## src/rtl/truth_table_sequencer_if.sv

```systemverilog
// Board-side bundle for the truth-table exerciser: run control, gate stimulus/response
// and the result registers shown on LEDs.
interface truth_table_sequencer_if #(
    parameter int N_IN = 4
);
    logic            start;
    logic            z;
    logic [N_IN-1:0] x;
    logic            busy;
    logic            done;
    logic            pass;
    logic [N_IN:0]   err_count;
    logic [N_IN-1:0] fail_vec;

    modport master (
        output start, z,
        input  x, busy, done, pass, err_count, fail_vec
    );

    modport slave (
        input  start, z,
        output x, busy, done, pass, err_count, fail_vec
    );
endinterface

```

## src/rtl/truth_table_sequencer.sv

```systemverilog
// Walks a gate under test through every input combination, samples its synchronised
// output at the end of each dwell and scores it against the EXPECTED truth table.
module truth_table_sequencer #(
    parameter int                    N_IN     = 4,
    parameter logic [(1<<N_IN)-1:0]  EXPECTED = 16'h8000,
    parameter int                    DWELL    = 42
) (
    input  logic                  clk,
    input  logic                  rstn,
    truth_table_sequencer_if.slave io
);
    localparam int              DW        = (DWELL > 1) ? $clog2(DWELL) : 1;
    localparam logic [DW-1:0]   DWELL_END = DW'(DWELL - 1);
    localparam logic [N_IN-1:0] X_LAST    = '1;

    typedef enum logic [1:0] {ST_IDLE, ST_APPLY, ST_DONE} state_t;

    state_t          state, state_nxt;
    logic [1:0]      z_sync;
    logic            z_s;
    logic [DW-1:0]   dwell, dwell_nxt;
    logic [N_IN-1:0] x_q, x_nxt;
    logic [N_IN-1:0] fail_q, fail_nxt;
    logic [N_IN:0]   err_q, err_nxt, err_new;
    logic            busy_q, busy_nxt;
    logic            done_q, done_nxt;
    logic            pass_q, pass_nxt;
    logic            mismatch;

    assign z_s = z_sync[1];

    always_ff @(posedge clk) begin
        if (!rstn) begin
            state  <= ST_IDLE;
            z_sync <= '0;
            dwell  <= '0;
            x_q    <= '0;
            fail_q <= '0;
            err_q  <= '0;
            busy_q <= 1'b0;
            done_q <= 1'b0;
            pass_q <= 1'b0;
        end else begin
            state  <= state_nxt;
            z_sync <= {z_sync[0], io.z};
            dwell  <= dwell_nxt;
            x_q    <= x_nxt;
            fail_q <= fail_nxt;
            err_q  <= err_nxt;
            busy_q <= busy_nxt;
            done_q <= done_nxt;
            pass_q <= pass_nxt;
        end
    end

    always_comb begin
        state_nxt = state;
        dwell_nxt = dwell;
        x_nxt     = x_q;
        fail_nxt  = fail_q;
        err_nxt   = err_q;
        busy_nxt  = busy_q;
        done_nxt  = done_q;
        pass_nxt  = pass_q;
        mismatch  = (z_s != EXPECTED[x_q]);
        err_new   = err_q + {{N_IN{1'b0}}, mismatch};

        case (state)
            ST_IDLE, ST_DONE: begin
                if (io.start) begin
                    state_nxt = ST_APPLY;
                    dwell_nxt = '0;
                    x_nxt     = '0;
                    fail_nxt  = '0;
                    err_nxt   = '0;
                    busy_nxt  = 1'b1;
                    done_nxt  = 1'b0;
                    pass_nxt  = 1'b0;
                end
            end
            ST_APPLY: begin
                if (dwell == DWELL_END) begin
                    // Sample point: z_s has had >= 2 sync stages + 1 settle cycle on this x.
                    err_nxt   = err_new;
                    dwell_nxt = '0;
                    if (mismatch && (err_q == '0))
                        fail_nxt = x_q;
                    if (x_q == X_LAST) begin
                        state_nxt = ST_DONE;
                        busy_nxt  = 1'b0;
                        done_nxt  = 1'b1;
                        pass_nxt  = (err_new == '0);
                        x_nxt     = '0;
                    end else begin
                        x_nxt = x_q + N_IN'(1);
                    end
                end else begin
                    dwell_nxt = dwell + DW'(1);
                end
            end
            default: state_nxt = ST_IDLE;
        endcase
    end

    assign io.x         = x_q;
    assign io.busy      = busy_q;
    assign io.done      = done_q;
    assign io.pass      = pass_q;
    assign io.err_count = err_q;
    assign io.fail_vec  = fail_q;
endmodule

```

## src/flat_wrapper.sv

```systemverilog
// flat-port wrapper written by rule: the top's interface ports become plain ports
module truth_table_sequencer_flat 
#(
    parameter int                    N_IN     = 4,
    parameter logic [(1<<N_IN)-1:0]  EXPECTED = 16'h8000,
    parameter int                    DWELL    = 42
)
  (clk, rstn, io_start, io_z, io_x, io_busy, io_done, io_pass, io_err_count, io_fail_vec);
  truth_table_sequencer_if #(.N_IN(N_IN)) io_i ();
  input  logic clk;
  input  logic rstn;
  input wire logic [$bits(io_i.start)-1:0] io_start;
  input wire logic [$bits(io_i.z)-1:0] io_z;
  output wire logic [$bits(io_i.x)-1:0] io_x;
  output wire logic [$bits(io_i.busy)-1:0] io_busy;
  output wire logic [$bits(io_i.done)-1:0] io_done;
  output wire logic [$bits(io_i.pass)-1:0] io_pass;
  output wire logic [$bits(io_i.err_count)-1:0] io_err_count;
  output wire logic [$bits(io_i.fail_vec)-1:0] io_fail_vec;
  assign io_i.start = io_start;
  assign io_i.z = io_z;
  assign io_x = io_i.x;
  assign io_busy = io_i.busy;
  assign io_done = io_i.done;
  assign io_pass = io_i.pass;
  assign io_err_count = io_i.err_count;
  assign io_fail_vec = io_i.fail_vec;
  truth_table_sequencer #(.N_IN(N_IN), .EXPECTED(EXPECTED), .DWELL(DWELL)) u_core (.clk(clk), .rstn(rstn), .io(io_i));
endmodule
```

## config.mk

```make
export PLATFORM = sky130hd
export DESIGN_NAME = truth_table_sequencer_flat
export DESIGN_NICKNAME = d
export VERILOG_FILES = /design/src/rtl/truth_table_sequencer_if.sv /design/src/rtl/truth_table_sequencer.sv /design/src/flat_wrapper.sv
export SDC_FILE = /design/constraint.sdc
export NUM_CORES = 1
export LEC_CHECK = 0
export BUFFER_PORTS_ARGS = -buffer_cell sky130_fd_sc_hd__buf_2
export CORE_MARGIN = 2
export CORE_UTILIZATION = 49
export DETAILED_ROUTE_END_ITERATION = 10
export PLACE_DENSITY = 0.73
export SETUP_SLACK_MARGIN = 0.05
export SYNTH_ARGS = -nofsm -noshare
export SYNTH_HDL_FRONTEND = slang
export SYNTH_SLANG_ARGS = --single-unit
```

## constraint.sdc

```tcl
create_clock -name clk -period 1.6 [get_ports clk]
set_input_delay 0.16 -clock clk [delete_from_list [all_inputs] [get_ports clk]]
set_output_delay 0.16 -clock clk [all_outputs]
set_load 0.03 [all_outputs]
```

==> flow_summary.json <==
{
  "yosys.area.top_type": "dfxtp_1",
  "chipWidth_um": 55.5,
  "fp.dieArea_um2": 3080,
  "grt_use_total_pct": 20.6,
  "htree_levels": 1,
  "pin_count": 20,
  "hpwl_mm": 2.24,
  "io_buffers": 19,
  "synth_cell_types": 40,
  "grt_remaining_overflow": 0,
  "initial_core_util_pct": 52.1,
  "r2r_setup_slack_ps": 50,
  "place_congestion": 0.852,
  "final_nets": 186,
  "antenna_found_initial": 0,
  "avgSynthCellArea_um2": 8.97,
  "grt_pass1_vias": 1188,
  "rows": 18,
  "drt-pass1-iter-count": 4,
  "hold_viol_final": 0,
  "drv_cap": 0,
  "die_y_um": 55.5,
  "cts_tree": "yes",
  "yosys_warnings": 0,
  "worstPathMaxFanout": 2,
  "yosysSeqAreaShare_pct": 41.5,
  "clock-sinks": 27,
  "fin_crit_ps": 1550,
  "grt_pass1_wl_mm": 5.18,
  "syn2layout_area_growth_pct": 25.0,
  "finClkSkew_ps": 10.4,
  "drcViolationCount": 0,
  "ys_top_cells_by_count": "dfxtp_1, nand2_1, a21oi_1",
  "max_slew.worst_pin.slew_ps": 395,
  "report.final.slew_viol_count": 0,
  "synth_area_leaders": "dfxtp_1, a21oi_1, ha_1, mux2i_1, nand3_1",
  "diodes": 0,
  "async_flop_share_pct": 0,
  "synth_top_area_share_pct": 41.5,
  "hold_path_class": "in -> reg",
  "worstReg2RegEnd": "u_core.io.pass$_SDFFE_PN0P_",
  "num-fill-cells": 203,
  "wl_per_cell_um": 15.1,
  "clk_latency_ps": 330,
  "powerDensity_nw_per_um2": 682,
  "grt_max_degree": 17,
  "clock.fmax_mhz": 644,
  "ys_ff_latch": 27,
  "power_leakage_nw": 0.667,
  "cp.required_ps": 1860,
  "routed_wl_mm": 3.11,
  "numCtsBuffers": 3,
  "syn-cell-area_um2": 1300,
  "clockRootBuffer": "clkbuf_4",
  "synth-edff-count": 0,
  "critPathArrivalTime_ps": 1810,
  "rsz0062_at_grt": "true",
  "hp-start": "io_z",
  "relSlewSlack_pct": 73.5,
  "vias": 1169,
  "setup_viol": 0,
  "fin_crit_sh_pct": 97.1,
  "synth_nets": 154,
  "multiInputGateArea_um2": 795,
  "drive_gt1_share_pct": 34.7,
  "min_path_cells": 2,
  "status": "finished, final reports clean",
  "seqCellArea_um2": 552,
  "clock_path_buffers": 2,
  "via_per_inst": 5.67,
  "post_dp_cell_area_um2": 1520,
  "cp-start-kind": "flip-flop",
  "hold_buffers": 0,
  "critical_path_class": "reg -> reg",
  "drt_iter0_drc": 28,
  "crit_path_end_kind": "flip-flop",
  "synth_flop_cell": "dfxtp_1",
  "final_cell_area_um2": 1630,
  "holdPathEnd": "u_core.z_sync[0]$_SDFF_PN0_",
  "rr_worst_depth": 7,
  "finalPower_mw": 1.11,
  "syn_inst": 145,
  "antenna_left": 0,
  "core_area_um2": 2500,
  "path_clk_slew_ps": 150,
  "synth_most_common_cell": "dfxtp_1",
  "vdd_drop_max_uv": 519
}
-- layout make-up --
cell class	count	area share [%]
multi-input cells	109	48.8
flip-flops and latches	27	33.9
repair buffers	32	12.3
well taps	30	2.31
clock buffers	3	1.38
inverters	4	0.923
clock inverters	1	0.308
-- placed cells by master, fill, tap and decap left out, types with 3 or more instances in the layout --
master    synthesis  final
inv_1             4      3
buf_2             0     19
o21ai_0           5      5
a21oi_1          13     12
dfxtp_1          27     22
nor2_1           11     11
or3_1             4      4
clkbuf_4          0      3
mux2i_1           6      5
a22oi_1           3      3
nand3_1          11     11
nand2_1          14     14
dfxtp_2           0      3
and2_1            5      3
ha_4              0      3
buf_4             0     12
-- metal layers --
layer / track usage (%) / share of wire (%) / wire [um] / up-vias
li1: - / - / - / 585
met1: 27.0 / 47 / 1460 / 548
met2: 34.4 / 48 / 1490 / 32
met3: 2.34 / 4.1 / 129 / 4
met4: 8.36 / 1.0 / 32 / 0
met5: 0 / 0 / 0 / -
-- worst max-delay path, cell delays in order, from the launching register on --
cell and delay (ps):
dfxtp_4 390, xor2_4 180, ha_4 160, ha_4 120
nand3_1 100, and2_4 180, o21bai_1 150, o31ai_1 190
-- stage by stage --
step	utilization [%]	std cells	setup WS (ps)	hold WS, ps	setup TNS [ps]
after global placement	60.7	200	-6.17	364	-6.17
after global routing	65.1	206	-12.9	36.3	-12.9
after CTS	63.1	204	-9.20	33.8	-9.20
after floorplan	-	145	49.3	287	0
final	65.1	206	46.6	35.2	0
after detailed placement	60.7	200	-33.5	385	-81.0
-- registers in the layout (all words and copies together), names as in the netlist, named ones only --
signal	flops
u_core.io.pass	1
u_core.state	2
u_core.z_sync	2
u_core.io.fail_vec	4
u_core.dwell	6
u_core.io.done	1
u_core.io.err_count	5
u_core.io.busy	1
u_core.io.x	4
-- where the power goes --
group / internal (mW) / switching (mW)
clock: 0.0938 / 0.207
combinational: 0.0467 / 0.0710
sequential: 0.682 / 0.00897
-- logic make-up after synthesis --
| family | after synthesis | synth area share, % |
|---|---|---|
| buf+inv | 9 | 3.17 |
| mux | 6 | 4.62 |
| flops | 27 | 41.5 |
| simple gates | 62 | 28.1 |
| fa+ha+maj | 5 | 4.81 |
| compound gates | 34 | 16.4 |
| xor+xnor | 2 | 1.35 |
-- worst max-delay path by stage --
stage,end,slack [ps],cells after the start
5_1_grt,u_core.io.pass$_SDFFE_PN0P_,-10,7
3_3_place_gp,u_core.io.pass$_SDFFE_PN0P_,-6,7
2_1_floorplan,flip-flop,50,7
6_report,u_core.io.pass$_SDFFE_PN0P_,50,7
4_1_cts,u_core.io.pass$_SDFFE_PN0P_,-9,7
3_5_place_dp,u_core.io.pass$_SDFFE_PN0P_,-30,7
-- timing repair --
| item | CTS | global route |
|---|---|---|
| endpoints found under the setup margin | 8 | 12 |
| pin swaps | 0 | 4 |
| resized for setup | 6 | 10 |
| buffers inserted | 0 | 2 |
No activity file was read; power rests on OpenSTA's default activity.
